[config.mk]
export PLATFORM = sky130hd
export DESIGN_NAME = x_window_ctrl
export DESIGN_NICKNAME = d
export VERILOG_FILES = /design/src/rtl/x_window_ctrl.sv
export SDC_FILE = /design/constraint.sdc
export NUM_CORES = 1
export LEC_CHECK = 0
export CORE_ASPECT_RATIO = 0.9
export CORE_MARGIN = 1.5
export CORE_UTILIZATION = 48
export DETAILED_ROUTE_END_ITERATION = 10
export HOLD_SLACK_MARGIN = 0.1
export PLACE_DENSITY_LB_ADDON = 0.08
export SYNTH_ARGS = -nofsm -noshare
export SYNTH_HDL_FRONTEND = slang
export SYNTH_SLANG_ARGS = --single-unit
[constraint.sdc]
create_clock -name clk -period 3 [get_ports clk]
set_clock_uncertainty 0.2 [all_clocks]
set_input_delay 0.3 -clock clk [delete_from_list [all_inputs] [get_ports clk]]
set_output_delay 0.3 -clock clk [all_outputs]
set_load 0.02 [all_outputs]
[src/rtl/x_window_ctrl.sv]
// Sequencing controller for the x shift-register memory: fills a TAPS-sample
// window, fires one compute per window and slides by one sample between windows.
module x_window_ctrl #(
  parameter int WIDTH = 16,
  parameter int TAPS  = 8,
  parameter int LEN   = 16,
  parameter int CNTW  = 10
) (
  input  logic             clk,
  input  logic             reset,
  input  logic [WIDTH-1:0] s_data_in,
  input  logic             s_valid_in,
  output logic             s_ready_out,
  output logic             x_wr_en,
  output logic [WIDTH-1:0] x_data_out,
  output logic             conv_start,
  input  logic             conv_done,
  output logic             last_window,
  output logic [CNTW-1:0]  win_idx,
  output logic             vec_done
);

  localparam logic [CNTW-1:0] LAST_IDX = CNTW'(LEN - TAPS);
  localparam logic [CNTW-1:0] FILL_TOP = CNTW'(TAPS - 1);

  typedef enum logic [1:0] {
    FILL  = 2'd0,
    START = 2'd1,
    WAIT  = 2'd2,
    SLIDE = 2'd3
  } state_t;

  state_t          state_r;
  state_t          state_next_s;
  logic [CNTW-1:0] fill_cnt_r;
  logic [CNTW-1:0] fill_cnt_next_s;
  logic [CNTW-1:0] win_idx_r;
  logic [CNTW-1:0] win_idx_next_s;
  logic            accept_s;
  logic            last_s;

  assign x_data_out  = s_data_in;
  assign win_idx     = win_idx_r;
  assign last_window = last_s;

  // Next-state, counter updates and the reset-gated handshake/pulse outputs
  always_comb begin
    state_next_s    = state_r;
    fill_cnt_next_s = fill_cnt_r;
    win_idx_next_s  = win_idx_r;
    s_ready_out     = 1'b0;
    conv_start      = 1'b0;
    vec_done        = 1'b0;
    last_s          = (win_idx_r == LAST_IDX);
    accept_s        = 1'b0;

    case (state_r)
      FILL: begin
        s_ready_out = reset;
        accept_s    = s_valid_in & reset;
        if (accept_s) begin
          if (fill_cnt_r == FILL_TOP) begin
            fill_cnt_next_s = '0;
            state_next_s    = START;
          end else begin
            fill_cnt_next_s = fill_cnt_r + 1'b1;
          end
        end else begin
          fill_cnt_next_s = fill_cnt_r;
        end
      end
      START: begin
        conv_start   = reset;
        state_next_s = WAIT;
      end
      WAIT: begin
        if (conv_done) begin
          if (last_s) begin
            vec_done       = reset;
            win_idx_next_s = '0;
            state_next_s   = FILL;
          end else begin
            state_next_s   = SLIDE;
          end
        end else begin
          state_next_s = WAIT;
        end
      end
      SLIDE: begin
        s_ready_out = reset;
        accept_s    = s_valid_in & reset;
        if (accept_s) begin
          win_idx_next_s = win_idx_r + 1'b1;
          state_next_s   = START;
        end else begin
          state_next_s = SLIDE;
        end
      end
      default: begin
        state_next_s    = FILL;
        fill_cnt_next_s = '0;
        win_idx_next_s  = '0;
      end
    endcase

    x_wr_en = accept_s;
  end

  // State and counter registers; reset abandons any partial vector
  always_ff @(posedge clk) begin
    if (!reset) begin
      state_r    <= FILL;
      fill_cnt_r <= '0;
      win_idx_r  <= '0;
    end else begin
      state_r    <= state_next_s;
      fill_cnt_r <= fill_cnt_next_s;
      win_idx_r  <= win_idx_next_s;
    end
  end

endmodule

==> impl_results.md <==
- Syn Area/Cell: a little over 8 um2
- Crit path largest cell delay: roughly 0.60 ns
- Warnings, synthesis: 0
- WL/cell: roughly 15 um
- Initial Util: 51.4%
- Pre-antenna DRT Iters: 4
- Register bit count reported by yosys: 22
- Via density: approximately 5.7
- RSZ-0062 raised after global routing: no
- # rows: 18
- Top cells by area, synth: dfxtp_1 30%, buf_4 8.3%, ha_1 6.9%, xnor2_1 4.8%, nand2_1 4.4%
- Total wire length: ~3200 um
- Final worst slack: around 0.3 ns
- Placed wire-length estimate: 2380 um
- Total number of vias: around 1200
- Design area: about 1600 um2
- Pre-CTS setup slack: just under 0.6 ns
- Count leader, synth: dfxtp_1
- N_diodes: 0
- Final Hold Vio Count: 0
- Die W: between 60 and 70 um
- Level count of the clock H-tree: 1
- Ys async rst share: 0%
- Max-slew violation count: 0
- Area growth, synth to finish: 10.9%
- Hold_buf cts: 0
- Core area: between 2000 and 3000 um2
- IO Port Bufs: 18
- Clk pwr share: 35.2%
- Achievable Freq: about 0.37 GHz
- Post-synth EDFFs: 0
- First-pass GRT wire length: slightly above 5000 um
- CP Capture Type: output pin
- Placed inst area: 1550 um2
- I/O pin count: ~50
- Area share of the largest cell type after synthesis: a little under a third
- RePlAce Congestion: around 0.87
- Leak Pwr: roughly 0.00057 uW
- Post-synthesis sequential area ratio: between 30% and 40%
- Post-synth cell types: 46
- NetSw: approximately 180 uW
- Iter 0 DRT Violations: between 50 and 60
- Setup crit start kind: register
- Internal: 485 uW
- Clock Pin Slew Worst Setup and Hold Paths: about 0.13 ns
- Tcrit/Tclk final: between 90% and 100%
- Cell Pwr Density: 412 nW/um2
- Vias in the first global route: approximately 1100
- Total grt overflow: 0
- Initial antenna violation count: 0
- Flop pwr share: roughly 47%
- CP max stage cell: clkdlybuf4s50_1
- Sw frac: around a quarter
- Largest net degree at the start of global routing: 15
- Hold crit path type: reg -> reg
- Total Routing Usage GR: a little over a fifth
- Kind of critical path: reg -> out
- Register area: 440 um2
- Largest area contributor in the netlist: dfxtp_1
- Fill cell count: slightly below 300
- Antenna-violating nets left: 0
- Longest Clk Path Bufs: 2
- Synthesized area: roughly 1400 um2
- Max cap viols: 0
- Maximum VDD drop: between 0.2 and 0.3 mV
- Synth top cells by count: 22 x dfxtp_1, 17 x nand2_1, 16 x buf_4
- Tightest Pin Transition: around 0.6 ns
- CP arrival: between 2 and 2.5 ns
- TritonCTS Sinks: 22
- Critical-path cell list: nor4_4 -> and4_2 -> and4_1 -> clkdlybuf4s50_1
- Setup TNS: 0 ns
- Die Ht: 55.1 um
- Post-CTS Repair Setup Buffers: 0
- Tmin final: 2.70 ns
- DRC Markers: 0
- Post-cts resize count: 0
- Final nets: 206
- Die Footprint: about 3400 um2
- Syn nets: just over 200
- Main synth FF type: dfxtp_1
- Slew margin rel.: roughly 60%
- Setup Viol. Count Final: 0
- Req. time, crit path: approximately 2.5 ns
- Cts bufs inserted: 3
- Area of the multi-input gates: between 800 and 900 um2
- Crit path max fanout: 7
- Clk_lat worst skew: ~0.31 ns
- Comb power frac: approximately 18%
- Status: completed
- Pwr Total: about 660 uW
- Cells after Synth: 174
- Layout cell share with drive strength beyond 1: slightly above 6%
- Root buffer cell: clkbuf_4
- CTS tree: built
through the flow:
stage | util [%] | std cells | hold slack, ns
floorplan | - | 174 | 0.271
global placement | 55.2 | 213 | 0.295
global route | 57.0 | 217 | 0.365
CTS | 57.0 | 217 | 0.335
detailed placement | 55.2 | 213 | 0.312
finish | 57.0 | 217 | 0.335
layout by cell type, fill, tap and decap left out, types with 6 or more instances in the layout:
cell type,n
ha_1,8
clkdlybuf4s50_1,18
xnor2_1,8
nand4_1,8
inv_1,11
nor3_1,7
nand3_1,6
o21ai_0,7
nand2_1,17
dfxtp_1,22
nor2_1,14
final timing paths:
| path | start | endpoint | slack [ns] | cells past startpoint |
|---|---|---|---|---|
| worst max-delay path | win_idx[4] | vec_done | 0.30 | 4 |
| worst min-delay path | win_idx[1] | win_idx[1] | 0.34 | 2 |
| worst max register to register | fill_cnt_r[5] | fill_cnt_r[7] | 0.89 | 4 |
| worst min register to register | win_idx[1] | win_idx[1] | 0.34 | 2 |
cells by family (layout without fill, tap and decap cells):
group / count (synthesis) / after routing / share of synthesized area (%)
buffers and inverters: 32 / 35 / 12.5
adders and majority gates: 8 / 8 / 6.91
DFF: 22 / 22 / 30.4
AOI/OAI and AO/OA: 26 / 26 / 14.2
xor gates and xnor gates: 9 / 9 / 5.45
and+or+nand+nor: 75 / 75 / 29.1
muxes: 2 / 2 / 1.38
power by group through the flow:
stage	Sequential (uW)	Combinational, uW	Clock (uW)
finish	310	118	233
global route	312	136	251
CTS	310	118	241
detailed placement	317	117	0
global placement	317	116	0
floorplan	314	111	0
flip-flops by register name, indices dropped and copies added, names as in the netlist:
signal and count:
state_r 2, win_idx 10, fill_cnt_r 10
worst max-delay path, delay by kind of cell (launching register included):
| kind | cells | cell delay, ns |
|---|---|---|
| AND/OR/NAND/NOR | 3 | 0.88 |
| buffers and inverters | 1 | 0.60 |
| flip-flops | 1 | 0.42 |
cell type report:
cell class / instances / share of cell area (%)
Tap cell: 40 / 3.12
Multi-Input combinational cell: 120 / 51.4
Clock buffer: 3 / 1.40
Inverter: 11 / 2.57
Timing Repair Buffer: 20 / 12.2
Sequential cell: 22 / 27.4
Clock inverter: 1 / 1.87
per-layer routing:
metal	vias to the layer above	track usage (%)	share of wire, %
met2	46	29.4	41
met1	559	30.9	51
met5	-	0	0
met4	0	5.43	1.2
li1	615	-	-
met3	8	6.74	6.5
No activity file was read; power rests on OpenSTA's default activity.
